$ cat config.mk
export PLATFORM = sky130hd
export DESIGN_NAME = fifo_wr_arb
export DESIGN_NICKNAME = d
export VERILOG_FILES = /design/src/rtl/fifo_pkg.sv /design/src/rtl/rr_pick.sv /design/src/rtl/fifo_wr_arb.sv
export SDC_FILE = /design/constraint.sdc
export NUM_CORES = 1
export LEC_CHECK = 0
export BUFFER_PORTS_ARGS = -buffer_cell sky130_fd_sc_hd__buf_2
export CAP_MARGIN = 15
export CORE_ASPECT_RATIO = 0.8
export CORE_MARGIN = 2
export CORE_UTILIZATION = 45
export DETAILED_ROUTE_END_ITERATION = 8
export GPL_ROUTABILITY_DRIVEN = 0
export PLACE_DENSITY = 0.8
export REMOVE_ABC_BUFFERS = 1
export SLEW_MARGIN = 20
export SYNTH_ARGS = -nofsm -noshare
export SYNTH_HDL_FRONTEND = slang
export SYNTH_SLANG_ARGS = --single-unit
$ cat constraint.sdc
create_clock -name clk -period 2.8 [get_ports clk]
set_input_delay 0.14 -clock clk [delete_from_list [all_inputs] [get_ports clk]]
set_output_delay 0.14 -clock clk [all_outputs]
set_load 0.03 [all_outputs]
$ cat src/rtl/fifo_pkg.sv
`default_nettype none
// ============================================================================
// Module      : fifo_pkg
// Description : Shared types and helpers for the FIFO write-port arbiter.
// Revision    : 1.0 - initial release
// ============================================================================
package fifo_pkg;

    localparam int DATA_W_DEF = 8;

    typedef enum logic [0:0] {
        IDLE = 1'b0,
        LOCK = 1'b1
    } arb_state_t;

    // Index width for n requesters, never narrower than one bit.
    function automatic int ptr_w(input int n);
        return (n > 1) ? $clog2(n) : 1;
    endfunction

endpackage
`default_nettype wire

$ cat src/rtl/rr_pick.sv
`default_nettype none
// ============================================================================
// Module      : rr_pick
// Description : Circular first-valid search starting at a given index.
// Revision    : 1.0 - initial release
// ============================================================================
module rr_pick
    import fifo_pkg::*;
#(
    parameter int N_REQ = 4,
    parameter int PTR_W = ptr_w(N_REQ)
) (
    input  logic [N_REQ-1:0] valid,
    input  logic [PTR_W-1:0] start,
    output logic [PTR_W-1:0] winner
);

    logic [PTR_W-1:0] w_idx;

    // Walk from the farthest offset back to the start so the nearest valid wins.
    always_comb begin
        winner = start;
        w_idx  = '0;
        for (int k = N_REQ - 1; k >= 0; k--) begin
            w_idx = PTR_W'((int'(start) + k) % N_REQ);
            if (valid[w_idx]) begin
                winner = w_idx;
            end
        end
    end

endmodule
`default_nettype wire

$ cat src/rtl/fifo_wr_arb.sv
`default_nettype none
// ============================================================================
// Module      : fifo_wr_arb
// Description : Round-robin packet arbiter for a shared FIFO write port.
// Revision    : 1.0 - initial release
// ============================================================================
module fifo_wr_arb
    import fifo_pkg::*;
#(
    parameter int N_REQ  = 4,
    parameter int DATA_W = DATA_W_DEF,
    parameter int TMO    = 16
) (
    input  logic                     clk,
    input  logic                     rst_n,
    input  logic [N_REQ-1:0]         req_valid,
    input  logic [N_REQ*DATA_W-1:0]  req_data,
    input  logic [N_REQ-1:0]         req_last,
    output logic [N_REQ-1:0]         req_ready,
    input  logic                     fifo_full,
    output logic                     fifo_wr_en,
    output logic [DATA_W-1:0]        fifo_wr_data,
    output logic [$clog2(N_REQ)-1:0] grant_id,
    output logic                     busy,
    output logic                     tmo_err
);

    localparam int                 c_PTR_W    = ptr_w(N_REQ);
    localparam int                 c_CNT_W    = $clog2(TMO);
    localparam logic [c_CNT_W-1:0] c_CNT_MAX  = c_CNT_W'(TMO - 1);
    localparam logic [c_PTR_W-1:0] c_LAST_IDX = c_PTR_W'(N_REQ - 1);

    arb_state_t         r_state, w_state_nxt;
    logic [c_PTR_W-1:0] r_rr_ptr, w_rr_ptr_nxt;
    logic [c_PTR_W-1:0] r_owner, w_owner_nxt;
    logic [c_CNT_W-1:0] r_idle_cnt, w_idle_cnt_nxt;
    logic               r_tmo_err, w_tmo_nxt;
    logic [c_PTR_W-1:0] w_pick, w_sel;
    logic               w_xfer;

    function automatic logic [c_PTR_W-1:0] inc_wrap(input logic [c_PTR_W-1:0] p);
        return (p == c_LAST_IDX) ? '0 : p + c_PTR_W'(1);
    endfunction

    rr_pick #(
        .N_REQ (N_REQ),
        .PTR_W (c_PTR_W)
    ) u_rr_pick (
        .valid  (req_valid),
        .start  (r_rr_ptr),
        .winner (w_pick)
    );

    always_comb begin
        w_sel            = (r_state == LOCK) ? r_owner : w_pick;
        w_xfer           = req_valid[w_sel] & ~fifo_full;
        req_ready        = '0;
        req_ready[w_sel] = ~fifo_full;
        fifo_wr_en       = w_xfer;
        fifo_wr_data     = req_data[int'(w_sel)*DATA_W +: DATA_W];
        grant_id         = w_sel;
        busy             = (r_state == LOCK);

        w_state_nxt    = r_state;
        w_rr_ptr_nxt   = r_rr_ptr;
        w_owner_nxt    = r_owner;
        w_idle_cnt_nxt = r_idle_cnt;
        w_tmo_nxt      = 1'b0;

        if (w_xfer) begin
            if (req_last[w_sel]) begin
                w_state_nxt  = IDLE;
                w_rr_ptr_nxt = inc_wrap(w_sel);
            end else begin
                w_state_nxt    = LOCK;
                w_owner_nxt    = w_sel;
                w_idle_cnt_nxt = '0;
            end
        end else if ((r_state == LOCK) && !req_valid[r_owner]) begin
            // Count saturates while the FIFO is full; the timeout fires once it drains.
            if (r_idle_cnt != c_CNT_MAX) begin
                w_idle_cnt_nxt = r_idle_cnt + c_CNT_W'(1);
            end else if (!fifo_full) begin
                w_state_nxt  = IDLE;
                w_rr_ptr_nxt = inc_wrap(r_owner);
                w_tmo_nxt    = 1'b1;
            end
        end
    end

    always_ff @(posedge clk or negedge rst_n) begin
        if (!rst_n) begin
            r_state    <= IDLE;
            r_rr_ptr   <= '0;
            r_owner    <= '0;
            r_idle_cnt <= '0;
            r_tmo_err  <= 1'b0;
        end else begin
            r_state    <= w_state_nxt;
            r_rr_ptr   <= w_rr_ptr_nxt;
            r_owner    <= w_owner_nxt;
            r_idle_cnt <= w_idle_cnt_nxt;
            r_tmo_err  <= w_tmo_nxt;
        end
    end

    assign tmo_err = r_tmo_err;

endmodule
`default_nettype wire

==> metrics <==
run status finished, final reports clean; required time reported for the critical path endpoint 2.96 ns; Fin Setup TNS 0 ns; area of the die 0.00297 mm²; count of antenna diodes in the layout 0; slack of the critical path 0.200 ns; number of search-and-repair iterations in the first detailed-routing pass 4; most frequent standard cell in the layout excluding fill and tap cells sky130_fd_sc_hd__buf_2; Critical Path Source Type flop; clock slew at reported path FFs 0.07 ns; number of buffers created by CTS 3; register bit count reported by yosys 10; mapped cell area 0.00115 mm²; Final Max Slew Viols 0; core area 0.00244 mm²; number of standard-cell rows in the floorplan 16; Cells after DPL 218; number of clock sinks seen by CTS 10; maximum capacitance violations 0; final worst-path cycle share 92.8%; final number of setup-violating endpoints 0; Critical Path Sink Type flop; Sequential Area 251 µm²; pwr dens 1200 mW/mm²; average wire length per cell after detail routing 14.2 µm; tightest hold margin 0.244 ns; cells on worst reg2reg path 7; first-pass GRT wire length 5.13 mm; number of antenna violations at the first check in global routing 0; maximum VDD drop 0.000694 V; commonest cells after routing, fill and taps aside 59 x sky130_fd_sc_hd__buf_2, 10 x sky130_fd_sc_hd__a211oi_1, 10 x sky130_fd_sc_hd__a21oi_1; synthesized area per cell 9.03 µm²; DRT iter0 DRCs 38; post-placement setup slack 0.146 ns; starting density of the core 47.0%; Vias per Instance 5.34; number of warnings printed during yosys synthesis 0; Final Hold Violating Endpoints 0; number of enable-type register cells in the synthesized netlist 0; number of standard cells in the layout, taps in and fillers out 223; Chip Height 49.2 µm; data arrival time at the worst-slack endpoint 2.76 ns; number of global-route vias before repair 1127; type of the worst setup path flop to flop; number of levels the H-tree was split into 1; clock tree root buffer cell sky130_fd_sc_hd__clkbuf_4; unrepaired setup endpoints after global routing no; worst-case register-to-register setup slack 0.20 ns; origin of the worst setup path busy; Power, Total 1.82 mW; global-route usage over all layers 22.2%; net count reported at finish 237; chip width 60.5 µm; number of cells produced by synthesis 127; transition time at the pin with the least slew margin 0.401 ns; share of post-route cells with drive strength above 1 43.3%; post-layout util 61.9%; count of pins on the block boundary 60; Setup Buffers After CTS 0; critical path peak fanout 11; number of I/O port buffers 59; Design Area, Final 0.00151 mm²; sequential-to-total area share from yosys stat 21.8%; post-route ant nets 0; vias after detailed routing 1190; endpoint of the worst-slack reg-to-reg timing path r_owner[0]; Reg-to-Reg Start busy; setup skew after layout 0.00272 ns; grt ovf 0; cells taking the most area after synthesis sky130_fd_sc_hd__dfrtp_1 22%, sky130_fd_sc_hd__mux2i_1 7.9%, sky130_fd_sc_hd__a211oi_1 6.5%, sky130_fd_sc_hd__ha_1 6.5%, sky130_fd_sc_hd__mux2_4 5.2%; maximum number of pins on one net before global-route repair 21; area share of the leading cell type in the synthesized netlist 21.8%; DRC violation count after routing 0; time the final worst path needs with I/O delays and setup 2.60 ns; area of combinational cells with multiple inputs 805 µm²; leakage dissipation 0.785 nW; Distinct cells, synth 45; Highest Clock Rate 385 MHz; post-synthesis async set-or-reset flop share 100%; largest area contributor in the synthesized netlist sky130_fd_sc_hd__dfrtp_1; CTS tree yes; Clock Tree Buf Depth 2; wire length after detailed routing 3.16 mm; latest clock arrival within the worst-skew pair 0.27 ns; relative slew slack 73.0%; worst min-delay path category primary input to asynchronous set/reset pin; most instantiated flip-flop cell in the synthesis netlist sky130_fd_sc_hd__dfrtp_1; detailed placement HPWL 2.47 mm; Area after DPL 0.00146 mm²; area added between synthesis and finish 31.7%; filler cell count in the final layout 220
critical path: stages, from the launching register on:
cell and delay (ns):
sky130_fd_sc_hd__dfrtp_2 0.49, sky130_fd_sc_hd__mux2_4 0.34, sky130_fd_sc_hd__a21o_1 0.21, sky130_fd_sc_hd__a211oi_1 0.31, sky130_fd_sc_hd__and2_1 0.18, sky130_fd_sc_hd__or3b_1 0.39, sky130_fd_sc_hd__a21oi_4 0.25, sky130_fd_sc_hd__mux2_4 0.32
worst max-delay path by stage:
stage	endpoint	slack (ns)
floorplan	r_owner[0]	0.04
global placement	r_owner[0]	0.29
detailed placement	r_owner[1]	0.15
CTS	r_owner[0]	0.12
global route	r_owner[1]	0.08
finish	r_owner[0]	0.20
sequential cells by signal, indices dropped and copies added (netlist names):
name	flops
r_owner	2
r_idle_cnt	4
tmo_err	1
busy	1
r_rr_ptr	2
cell usage after synthesis (2+ instances only):
cell type	n
sky130_fd_sc_hd__a22o_1	2
sky130_fd_sc_hd__nand2_1	4
sky130_fd_sc_hd__mux2i_1	9
sky130_fd_sc_hd__ha_1	6
sky130_fd_sc_hd__nor2_1	7
sky130_fd_sc_hd__nand3_1	2
sky130_fd_sc_hd__a211oi_1	10
sky130_fd_sc_hd__and3_1	8
sky130_fd_sc_hd__buf_6	3
sky130_fd_sc_hd__inv_1	6
sky130_fd_sc_hd__nor2b_1	6
sky130_fd_sc_hd__o21ai_0	3
sky130_fd_sc_hd__a21oi_1	10
sky130_fd_sc_hd__mux2_4	4
sky130_fd_sc_hd__nand2b_1	2
sky130_fd_sc_hd__a21boi_1	2
sky130_fd_sc_hd__or3_1	2
sky130_fd_sc_hd__clkbuf_1	3
sky130_fd_sc_hd__a2111o_1	2
sky130_fd_sc_hd__xor2_1	2
sky130_fd_sc_hd__dfrtp_1	10
report_power, final:
group          switching [mW]  leakage (nW)  internal [mW]  total [mW]
combinational           0.840         0.636          0.553        1.39
sequential             0.0888         0.128          0.199       0.288
clock                  0.0560        0.0210         0.0791       0.135
cell type report:
class / instances / area share, %
Clock buffer: 4 / 2.40
Inverter: 8 / 2.57
Multi-Input combinational cell: 101 / 53.2
Sequential cell: 10 / 16.6
Tap cell: 36 / 2.98
Timing Repair Buffer: 64 / 22.2
layer usage:
metal	track usage, %	wire length, µm	up-vias
li1	-	-	596
met3	5.57	126	2
met1	31.6	1510	561
met4	2.90	27	0
met5	0	0	-
met2	34.8	1500	31
cells by family after synthesis:
family | synth area share [%]
AOI/OAI and AO/OA | 26.7
and+or+nand+nor | 19.0
buffers and inverters | 8.07
muxes | 16.4
DFF | 21.8
adders and majority gates | 6.54
xor gates and xnor gates | 1.53
repair_timing:
| item | in CTS | in global routing |
|---|---|---|
| gates resized for setup | 0 | 2 |
| setup endpoints to repair | 0 | 12 |
| hold endpoints to repair | 10 | 0 |
| hold buffers | 1 | 0 |
Note: power is estimated with default switching activity, not from simulation.
